### src/rtl/rst_btn_pkg.sv
// Shared types and default sizing for the button/reset conditioner.
// Width helpers keep counter widths legal for the smallest parameter values.
package rst_btn_pkg;

    localparam int unsigned SYNC_STAGES_DEF     = 2;
    localparam int unsigned DEBOUNCE_CYCLES_DEF = 640000;
    localparam int unsigned RST_HOLD_CYCLES_DEF = 64;

    localparam int unsigned RST_COUNT_W = 8;

    typedef enum logic [1:0] {
        WAIT_LOCK = 2'd0,
        HOLD      = 2'd1,
        RUN       = 2'd2
    } state_e;

    // $clog2 of 1 is 0, which is not a usable vector width
    function automatic int unsigned cnt_width(input int unsigned n);
        return (n <= 1) ? 1 : $clog2(n);
    endfunction

endpackage

### src/rtl/rst_btn_conditioner_debounce.sv
// One button channel: synchroniser chain, debounce counter, level and press pulse.
// The level flips only after DEBOUNCE_CYCLES consecutive differing synchronised samples.
module btn_debounce
    import rst_btn_pkg::*;
#(
    parameter int unsigned SYNC_STAGES     = SYNC_STAGES_DEF,
    parameter int unsigned DEBOUNCE_CYCLES = DEBOUNCE_CYCLES_DEF
) (
    input  logic clk,
    input  logic rst_n,
    input  logic btn_raw,
    output logic btn_level,
    output logic btn_press
);

    localparam int unsigned   CW       = $clog2(DEBOUNCE_CYCLES + 1);
    localparam logic [CW-1:0] CNT_LAST = CW'(DEBOUNCE_CYCLES - 1);

    logic [SYNC_STAGES-1:0] sync_q, sync_d;
    logic [CW-1:0]          cnt_q, cnt_d;
    logic                   level_q, level_d;
    logic                   press_q, press_d;
    logic                   btn_sync;

    assign btn_sync = sync_q[SYNC_STAGES-1];

    always_comb begin
        sync_d  = {sync_q[SYNC_STAGES-2:0], btn_raw};
        cnt_d   = cnt_q;
        level_d = level_q;
        press_d = 1'b0;
        if (btn_sync == level_q) begin
            cnt_d = '0;
        end else if (cnt_q == CNT_LAST) begin
            cnt_d   = '0;
            level_d = btn_sync;
            press_d = btn_sync;
        end else begin
            cnt_d = cnt_q + 1'b1;
        end
    end

    always_ff @(posedge clk) begin
        if (!rst_n) begin
            sync_q  <= '0;
            cnt_q   <= '0;
            level_q <= 1'b0;
            press_q <= 1'b0;
        end else begin
            sync_q  <= sync_d;
            cnt_q   <= cnt_d;
            level_q <= level_d;
            press_q <= press_d;
        end
    end

    assign btn_level = level_q;
    assign btn_press = press_q;

endmodule

### src/rtl/rst_btn_conditioner.sv
// Core reset conditioner: debounced buttons and PLL lock gate a stretched active-low reset.
// state     | meaning
// WAIT_LOCK | PLL not locked, core held in reset
// HOLD      | locked, stretching reset until buttons released for RST_HOLD_CYCLES
// RUN       | core out of reset
module rst_btn_conditioner
    import rst_btn_pkg::*;
#(
    parameter int unsigned SYNC_STAGES     = SYNC_STAGES_DEF,
    parameter int unsigned DEBOUNCE_CYCLES = DEBOUNCE_CYCLES_DEF,
    parameter int unsigned RST_HOLD_CYCLES = RST_HOLD_CYCLES_DEF
) (
    input  logic                   clk,
    input  logic                   rst_n,
    input  logic                   pll_lock,
    input  logic [1:0]             btn_raw,
    output logic                   core_rst_n,
    output logic [1:0]             btn_level,
    output logic [1:0]             btn_press,
    output logic [RST_COUNT_W-1:0] rst_count
);

    localparam int unsigned   HW        = cnt_width(RST_HOLD_CYCLES);
    localparam logic [HW-1:0] HOLD_LAST = HW'(RST_HOLD_CYCLES - 1);

    for (genvar i = 0; i < 2; i++) begin : g_btn
        btn_debounce #(
            .SYNC_STAGES    (SYNC_STAGES),
            .DEBOUNCE_CYCLES(DEBOUNCE_CYCLES)
        ) u_debounce (
            .clk      (clk),
            .rst_n    (rst_n),
            .btn_raw  (btn_raw[i]),
            .btn_level(btn_level[i]),
            .btn_press(btn_press[i])
        );
    end

    logic [SYNC_STAGES-1:0] lock_q, lock_d;
    state_e                 state_q, state_d;
    logic [HW-1:0]          hold_q, hold_d;
    logic                   core_q, core_d;
    logic [RST_COUNT_W-1:0] count_q, count_d;
    logic                   lock_sync;
    logic                   req;

    assign lock_sync = lock_q[SYNC_STAGES-1];
    assign req       = |btn_level;

    always_comb begin
        lock_d  = {lock_q[SYNC_STAGES-2:0], pll_lock};
        state_d = state_q;
        hold_d  = hold_q;
        count_d = count_q;
        // lock loss outranks any button request in the same cycle
        if (!lock_sync) begin
            state_d = WAIT_LOCK;
            hold_d  = '0;
        end else begin
            case (state_q)
                WAIT_LOCK: begin
                    state_d = HOLD;
                    hold_d  = '0;
                end
                HOLD: begin
                    if (req) begin
                        hold_d = '0;
                    end else if (hold_q == HOLD_LAST) begin
                        state_d = RUN;
                        hold_d  = '0;
                    end else begin
                        hold_d = hold_q + 1'b1;
                    end
                end
                RUN: begin
                    if (req) begin
                        state_d = HOLD;
                        hold_d  = '0;
                        if (count_q != '1) count_d = count_q + 1'b1;
                    end
                end
                default: begin
                    state_d = WAIT_LOCK;
                    hold_d  = '0;
                end
            endcase
        end
        core_d = (state_d == RUN);
    end

    always_ff @(posedge clk) begin
        if (!rst_n) begin
            lock_q  <= '0;
            state_q <= WAIT_LOCK;
            hold_q  <= '0;
            core_q  <= 1'b0;
            count_q <= '0;
        end else begin
            lock_q  <= lock_d;
            state_q <= state_d;
            hold_q  <= hold_d;
            core_q  <= core_d;
            count_q <= count_d;
        end
    end

    assign core_rst_n = core_q;
    assign rst_count  = count_q;

endmodule

### config.mk
export PLATFORM = sky130hd
export DESIGN_NAME = rst_btn_conditioner
export DESIGN_NICKNAME = d
export VERILOG_FILES = /design/src/rtl/rst_btn_pkg.sv /design/src/rtl/rst_btn_conditioner_debounce.sv /design/src/rtl/rst_btn_conditioner.sv
export SDC_FILE = /design/constraint.sdc
export NUM_CORES = 1
export LEC_CHECK = 0
export CAP_MARGIN = 20
export CORE_MARGIN = 3
export CORE_UTILIZATION = 35
export DETAILED_ROUTE_END_ITERATION = 8
export GPL_ROUTABILITY_DRIVEN = 0
export GPL_TIMING_DRIVEN = 1
export PLACE_DENSITY_LB_ADDON = 0.3
export SYNTH_ARGS = -nofsm -noshare
export SYNTH_HDL_FRONTEND = slang
export SYNTH_HIERARCHICAL = 1
export SYNTH_SLANG_ARGS = --single-unit
### constraint.sdc
create_clock -name clk -period 2.2 [get_ports clk]
set_input_delay 0.44 -clock clk [delete_from_list [all_inputs] [get_ports clk]]
set_output_delay 0.44 -clock clk [all_outputs]
set_load 0.01 [all_outputs]
# ---- After elaboration in Yosys (flattened, before gate mapping)
# Index checks and enable logic that the tools add are counted.
dict set report op_classes {
  addsub 4
  n_eq_ne 10
  muxes 9
  bitwise_logic 5
  reduce_logical 10
}
# operator n
set op_table {}
lappend op_table {{adder 20 x 1 -> 20 bit (second input constant)} 2}
lappend op_table {{equality test 20 bit (second input constant)} 2}
lappend op_table {{two-way mux 6 bit} 3}
lappend op_table {{case mux 6 bit (2 select lines)} 1}
lappend op_table {{OR reduction 3 bit} 4}
lappend op_table {{adder 8 x 1 -> 8 bit (second input constant)} 1}
lappend op_table {{two-way mux 2 bit} 4}
lappend op_table {{!= test 8 bit (second input constant)} 1}
lappend op_table {{adder 6 x 1 -> 6 bit (second input constant)} 1}
lappend op_table {{equality test 6 bit (second input constant)} 1}
lappend op_table {{case mux 2 bit (3 select lines)} 1}
lappend op_table {{AND reduction 2 bit} 3}
lappend op_table {{NOT 1 bit} 5}
lappend op_table {{equality test 2 bit (second input constant)} 2}
lappend op_table {{AND reduction 4 bit} 1}
lappend op_table {{equality test 1 bit} 2}
lappend op_table {{equality test 2 x 1 -> 1 bit (second input constant)} 1}
lappend op_table {{zero test 2 bit} 1}
lappend op_table {{!= test 2 bit (second input constant)} 1}
lappend op_table {{OR reduction 2 bit} 1}
dict set report word_totals {
  ff_bits 67
  inputBits 5
  out_inout_bits 13
  wordCells 51
}

# ---- Depth between registers and ports, before layout
# Gate-level depths: netlist (run 1).
dict set report depth {
  depth_word 6
  ltp_mapped 6
  mapped_depth_nobuf 5
}

# ---- Cells and area by module
# Netlist (run 1), hierarchy kept.
# module n_inst cells_each area_each_um2 seq_area_each_um2
set modules_own_cells {}
lappend modules_own_cells {btn_debounce 2 113 1079.8 480.5}
lappend modules_own_cells {rst_btn_conditioner 1 100 887.1 380.4}

# ---- Worst setup path before layout (run 1)
# OpenSTA, ideal clock, no wires.
dict set report synth_path {
  kind {register to register}
  startpoint {register g_btn[0].u_debounce.cnt_q[0]}
  endpoint {register g_btn[0].u_debounce.cnt_q[2]}
  setup_time_ns 0.115
  arrival_ns 1.491
  path_slack_ns 0.594
  path_stages_with_launch 7
  synth_period_minus_slack_ns 1.606
  path_cell_list {dfxtp_1 > ha_1 > clkbuf_1 > nand4_2 > o211ai_4 > buf_4 > nor2_1}
}
dict set report synth_between {
  elab_chain_len 2
}
# item line
set synth_lines {}
lappend synth_lines {{start, declared} rst_btn_conditioner_debounce.sv:20} ;# logic [CW-1:0] cnt_q, cnt_d;
lappend synth_lines {{start signal, assigned} rst_btn_conditioner_debounce.sv:51} ;# cnt_q <= cnt_d;
lappend synth_lines {{branches (longest 2 deep; another with adder 20 x 1 -> 20 bit)} n/a}
# Parallel ways; which one is timed is not known.
# A chain may end at the register's enable or synchronous reset.

# ---- Final worst setup path (run 1)
dict set report layout_path {
  startpoint {register g_btn[1].u_debounce.level_q}
  endpoint {output btn_level[1]}
}
# item line
set layout_rtl {}
lappend layout_rtl {{start, declared} rst_btn_conditioner_debounce.sv:21} ;# logic level_q, level_d;
lappend layout_rtl {{start signal, assigned} rst_btn_conditioner_debounce.sv:52} ;# level_q <= level_d;
lappend layout_rtl {{end, declared} rst_btn_conditioner.sv:18} ;# output logic [1:0] btn_level,
# No word-level cell between the ends.

==> reports/summary.txt, run 1 <==
Ports: 18
Bufs on Longest Clock Path: 2
Routed Antenna Nets: 0
DRT iter0 DRCs: 82
area delta synth->final: 15.3%
pin count of the biggest net entering global routing: 24
Sw Share: 21.9%
Comb power frac: 1.6%
CTS buffer count: 9
status: completed
nets in the synthesized netlist: 335
number of port buffers: 17
Post-route DRC: 0
clock power share: 45.0%
1st-pass router iterations: 4
WP data required: 1.76 ns
die area: 9860 sq um
core area: 8340 sq um
register bit total from synthesis: 67
number of global-route vias before repair: 2109
final wirelength: 5.81 mm
CTS root buf: clkbuf_8
Detailed Place HPWL: 3.93 mm
worst path cell trace: clkdlybuf4s50_1
via count: 2410
Final min period: 1.87 ns
Sequential Power Share: 53.4%
top_reg_cell synth: dfxtp_1
Design Area, Final: 3510 sq um
first-pass GRT wire length: 9.92 mm
slowest cell on the critical path: clkdlybuf4s50_1
post_cts resized: 0
GR Overflow Total: 0
NetSw: 0.501 mW
clock-pin slew on the worst setup and hold paths: 0.08 ns
number of synthesized flops with an enable pin: 0
Slew HR: 62.1%
RSZ-0062 raised after global routing: false
crit path launch type: register
initial antenna violation count: 0
max-capacitance violation count: 0
routed length per instance: 12.7 um
CP arrival: 1.43 ns
DR WL met2: 2.48 mm
WL met3: 243 um
Cell variety after synth: 54
Hold Buf Count CTS: 0
Hold WS: 0.437 ns
Final Hold Fails: 0
max layer used: met4
Pins Over Slew Limit: 0
critical path class: register to output pin
TritonCTS clock tree: yes
Post-DP Area: 3310 sq um
synthesized area: 3050 sq um
Worst Tran Pin Value: 0.566 ns
Crit Path Max Fanout: 7
die width: 99.3 um
crit share post-route: 84.9%
Fmax: 535 MHz
Synth Instances: 326
final core occ: 42.1%
Rows: 33
internal power: 1.79 mW
post-placement cell count: 443
CTS Sinks: 67
Nets: 358
syn avg cell area: 9.35 sq um
layout cell share with drive strength beyond 1: 12.1%
Leak Pwr: 1.21 nW
Power per Cell Area: 652 nW/um^2
Ys Warns: 6
CP endpoint kind: output pin
max incr delay on CP: 0.61 ns
setup_tns: 0 ns
clk_lat worst skew: 0.34 ns
starting density of the core: 36.5%
post-CTS setup buffers: 0
ys async rst share: 0%
ANT cells: 0
htree depth: 3
CP delay by family, top: buffers and inverters
maximum VDD drop: 453 uV
via/cell ratio: 5.25
register area share after synthesis: 44.0%
Worst Path Buf+Inv: 1
M1 WL: 3.01 mm
Global Route Usage Sum: 12.3%
Die H: 99.3 um
commonest non-fill, non-tap cell in the layout: dfxtp_1
skew final: 0.0121 ns
final setup fails: 0
fin cells: 459
most frequent cells in the layout: 67 x dfxtp_1, 32 x nor2_1, 23 x nand2_1, 20 x o21ai_0, 18 x a21oi_1
worst hold path type: register to register
-- cell usage after synthesis (3+ instances only) --
master	count	share of area [%]
xor2_1	17	4.9
nand2_1	23	2.8
nand4_1	10	2.1
dfxtp_1	67	44
or3_1	10	2.1
ha_1	4	1.6
xnor2_1	6	1.7
a21oi_1	18	3.0
nor2_1	32	3.9
o31ai_1	5	1.2
and3_1	7	1.4
and2_1	12	2.5
inv_1	10	1.2
o21ai_0	20	3.3
or3_2	6	1.5
nand4_4	4	2.8
a211oi_1	3	0.74
clkbuf_1	4	0.49
nand3_1	15	2.5
-- power by group through the flow --
| stage | clock network [mW] | logic, mW | registers [mW] |
|---|---|---|---|
| CTS | 1.08 | 0.0381 | 1.22 |
| global route | 1.13 | 0.0418 | 1.22 |
| detailed placement | 0 | 0.0381 | 1.25 |
| global placement | 0 | 0.0378 | 1.25 |
| finish | 1.03 | 0.0374 | 1.22 |
| floorplan | 0 | 0.0210 | 1.25 |
-- sequential cells by signal (all words and copies together), names as in the netlist --
name / count
lock_q: 2
g_btn.u_debounce/btn_level: 2
g_btn.u_debounce/cnt_q: 40
g_btn.u_debounce/sync_q: 4
state_q: 2
core_rst_n: 1
rst_count: 8
hold_q: 6
g_btn.u_debounce/btn_press: 2
-- worst paths after layout --
check	startpoint	end	slack, ns	cells past startpoint
min	lock_q[0]	lock_q[1]	0.44	1
max	g_btn[1].u_debounce/btn_level	btn_level[1]	0.33	1
max reg2reg	g_btn[0].u_debounce/cnt_q[14]	g_btn[0].u_debounce/cnt_q[9]	0.37	4
min reg2reg	lock_q[0]	lock_q[1]	0.44	1
-- final cells by class --
class	count	area, sq um
clock buffer	10	138
clock inverter	6	65.1
fill	866	4830
inverter	10	37.5
multi-input combinational	241	1610
sequential	67	1340
tap	105	131
timing repair buffer	20	193
-- per-stage QoR --
stage / setup slack [ns] / power (mW)
floorplan: 0.594 / 1.27
global placement: 0.418 / 1.29
detailed placement: 0.389 / 1.29
CTS: 0.293 / 2.34
global route: 0.216 / 2.40
finish: 0.332 / 2.29
-- routing by layer --
metal  GRT usage, %  up-vias
li1               -     1235
met2           17.8       31
met1           17.1     1134
met5              0        -
met3           4.28       10
met4           4.31        0
-- kinds of logic after synthesis --
family | synth area share, %
multiplexers | 0.657
flip-flops | 44.0
XOR/XNOR | 6.61
buffers and inverters | 3.20
AO/OA/AOI/OAI | 14.2
AND/OR/NAND/NOR | 29.7
adder cells (fa/ha/maj) | 1.64
Note: power is estimated with default switching activity, not from simulation.
==> inputs of run 2 (changes only) <==
Clock period 2.2 ns to 1.8 ns, I/O delays scaled along.
==> run 2 against run 1 <==
  * Count of clock-buffer cells in the layout rose by 3
  * Clock skew shrank 0.0026 ns
  * First-iteration DRC count is 13% higher
  * Combinational power increased by 36%
  * Setup slack got worse by 0.26 ns
  * Non-clock buffer count increased by 7
  * Critical path type unchanged
  * Critical endpoint is now btn_level[0]
  * Largest cell class unchanged
  * Highest routed layer unchanged
==> reports/summary.txt, run 2 (same netlist as run 1, synthesis figures left out) <==
CTS root buf: clkbuf_8
Hold WS: 0.426 ns (-0.0106 ns)
Detailed Place HPWL: 4.07 mm (+3.4%)
worst setup path start: g_btn[0].u_debounce/btn_level
final-layout fill cell count: 845 (-2.4%)
Hold Startpoint: g_btn[0].u_debounce/sync_q[0]
Slew HR: 71.7% (+9.6 points)
routed length per instance: 12.4 um (-2.1%)
NetSw: 0.575 mW (+15%)
maximum VDD drop: 392 uV (-13%)
internal power: 2.22 mW (+24%)
worst hold path type: register to register
Nets: 365 (+2.0%)
Final Hold Fails: 0 (unchanged)
setup_tns: 0 ns (unchanged)
Die H: 99.3 um (unchanged)
CP endpoint kind: output pin
clock-pin slew on the worst setup and hold paths: 0.07 ns (about the same)
via count: 2363 (-2.0%)
Comb power frac: 1.8% (+0.2 points)
Hold Buf Count CTS: 0 (unchanged)
Rows: 33 (unchanged)
Routed Antenna Nets: 0 (unchanged)
max FFs per register: 40 (unchanged)
number of port buffers: 17 (unchanged)
Power per Cell Area: 780 nW/um^2 (+20%)
htree depth: 3 (unchanged)
crit path launch type: register
CP delay by family, top: buffers and inverters
final setup fails: 0 (unchanged)
TritonCTS clock tree: yes
CP arrival: 1.37 ns (-0.06 ns)
starting density of the core: 36.5% (unchanged)
max-capacitance violation count: 0 (unchanged)
critical path class: register to output pin
Design Area, Final: 3580 sq um (+2.0%)
core area: 8340 sq um (unchanged)
post-placement cell count: 450 (+1.6%)
area delta synth->final: 17.6%
number of stages on the worst hold path: 1 (unchanged)
CTS Sinks: 67 (unchanged)
post-CTS setup buffers: 0 (unchanged)
initial antenna violation count: 0 (unchanged)
Most flops, register: g_btn.u_debounce/cnt_q
first-pass GRT wire length: 10.5 mm (+5.7%)
GR Overflow Total: 0 (unchanged)
die area: 9860 sq um (unchanged)
Post-route DRC: 0 (unchanged)
pin count of the biggest net entering global routing: 24 (unchanged)
most frequent cells in the layout: 66 x dfxtp_1, 32 x nor2_1, 23 x nand2_1, 20 x o21ai_0, 18 x a21oi_1
RSZ-0062 raised after global routing: false
Ports: 18 (unchanged)
WP data required: 1.44 ns (-0.32 ns)
Worst Tran Pin Value: 0.422 ns (-0.144 ns)
post_cts resized: 0 (unchanged)
crit share post-route: 96.0%
cell depth of the worst setup path: 2 (+1)
fin cells: 465 (+1.3%)
status: completed
Bufs on Longest Clock Path: 2 (unchanged)
Sw Share: 20.6% (-1.3 points)
final wirelength: 5.76 mm (-0.86%)
Final min period: 1.73 ns
1st-pass router iterations: 4 (unchanged)
max incr delay on CP: 0.54 ns (-0.07 ns)
Critical R2R Launch: g_btn[1].u_debounce/cnt_q[2]
Pins Over Slew Limit: 0 (unchanged)
via/cell ratio: 5.08 (-3.2%)
Worst Path Buf+Inv: 2 (+1)
worst path cell trace: buf_4 > clkdlybuf4s50_1
skew final: 0.00946 ns (-0.00261 ns)
commonest non-fill, non-tap cell in the layout: dfxtp_1
Post-DP Area: 3390 sq um (+2.3%)
DRT iter0 DRCs: 93 (+13%)
CTS buffer count: 9 (unchanged)
layout cell share with drive strength beyond 1: 13.3% (+1.2 points)
Pwr Total: 2.80 mW (+22%)
Global Route Usage Sum: 12.9% (+0.61 points)
number of global-route vias before repair: 2228 (+5.6%)
die width: 99.3 um (unchanged)
ANT cells: 0 (unchanged)
clock power share: 44.7% (-0.3 points)
Fmax: 579 MHz
path depth of the worst reg2reg path: 4 (unchanged)
Sequential Power Share: 53.5% (about the same)
slowest cell on the critical path: clkdlybuf4s50_1
clk_lat worst skew: 0.34 ns (about the same)
Crit Path Max Fanout: 6 (-1)
Leak Pwr: 1.25 nW (+3.8%)
run 2: cell count changes in the layout (fill, tap and decap cells not counted):
cell / previous run / this run
clkinv_4: 2 / 0
clkbuf_1: 0 / 2
clkinv_2: 2 / 1
clkbuf_8: 10 / 11
buf_4: 3 / 8
dfxtp_2: 0 / 1
buf_12: 0 / 2
clkinvlp_4: 1 / 0
dfxtp_1: 67 / 66
run 2: worst paths after layout:
check | to | slack [ns]
hold / removal | g_btn[0].u_debounce/sync_q[1] | 0.43
setup reg to reg | g_btn[1].u_debounce/cnt_q[16] | 0.18
hold reg to reg | g_btn[0].u_debounce/sync_q[1] | 0.43
setup / recovery | btn_level[0] | 0.07
run 2: final cells by class:
class | count | area (sq um) | share of cell area [%]
sequential | 67 | 1340 | 37.5
tap | 105 | 131 | 3.67
timing repair buffer | 27 | 270 | 7.54
clock buffer | 13 | 159 | 4.43
multi-input combinational | 241 | 1610 | 44.9
inverter | 10 | 37.5 | 1.05
clock inverter | 2 | 35.0 | 0.978
run 2: metal layers:
metal  GRT usage [%]  routed length [um]  up-vias
met4            4.73                  63        0
met1            18.0                2940     1086
met3            4.00                 291        8
li1                -                   -     1237
met5               0                   0        -
met2            18.9                2470       32
run 2: power groups by stage:
| stage | Combinational [mW] | Clock [mW] | Sequential [mW] |
|---|---|---|---|
| after CTS | 0.0519 | 1.29 | 1.49 |
| final | 0.0510 | 1.25 | 1.50 |
| after global routing | 0.0573 | 1.35 | 1.49 |
| after floorplan | 0.0256 | 0 | 1.53 |
| after global placement | 0.0511 | 0 | 1.53 |
| after detailed placement | 0.0519 | 0 | 1.53 |
run 2: per-stage QoR:
| stage | utilization, % | setup slack, ns |
|---|---|---|
| floorplan | - | 0.194 |
| global placement | 40.6 | 0.101 |
| detailed placement | 40.6 | 0.0546 |
| CTS | 42.9 | 0.0301 |
| global route | 43.0 | 0.0139 |
| finish | 43.0 | 0.0723 |
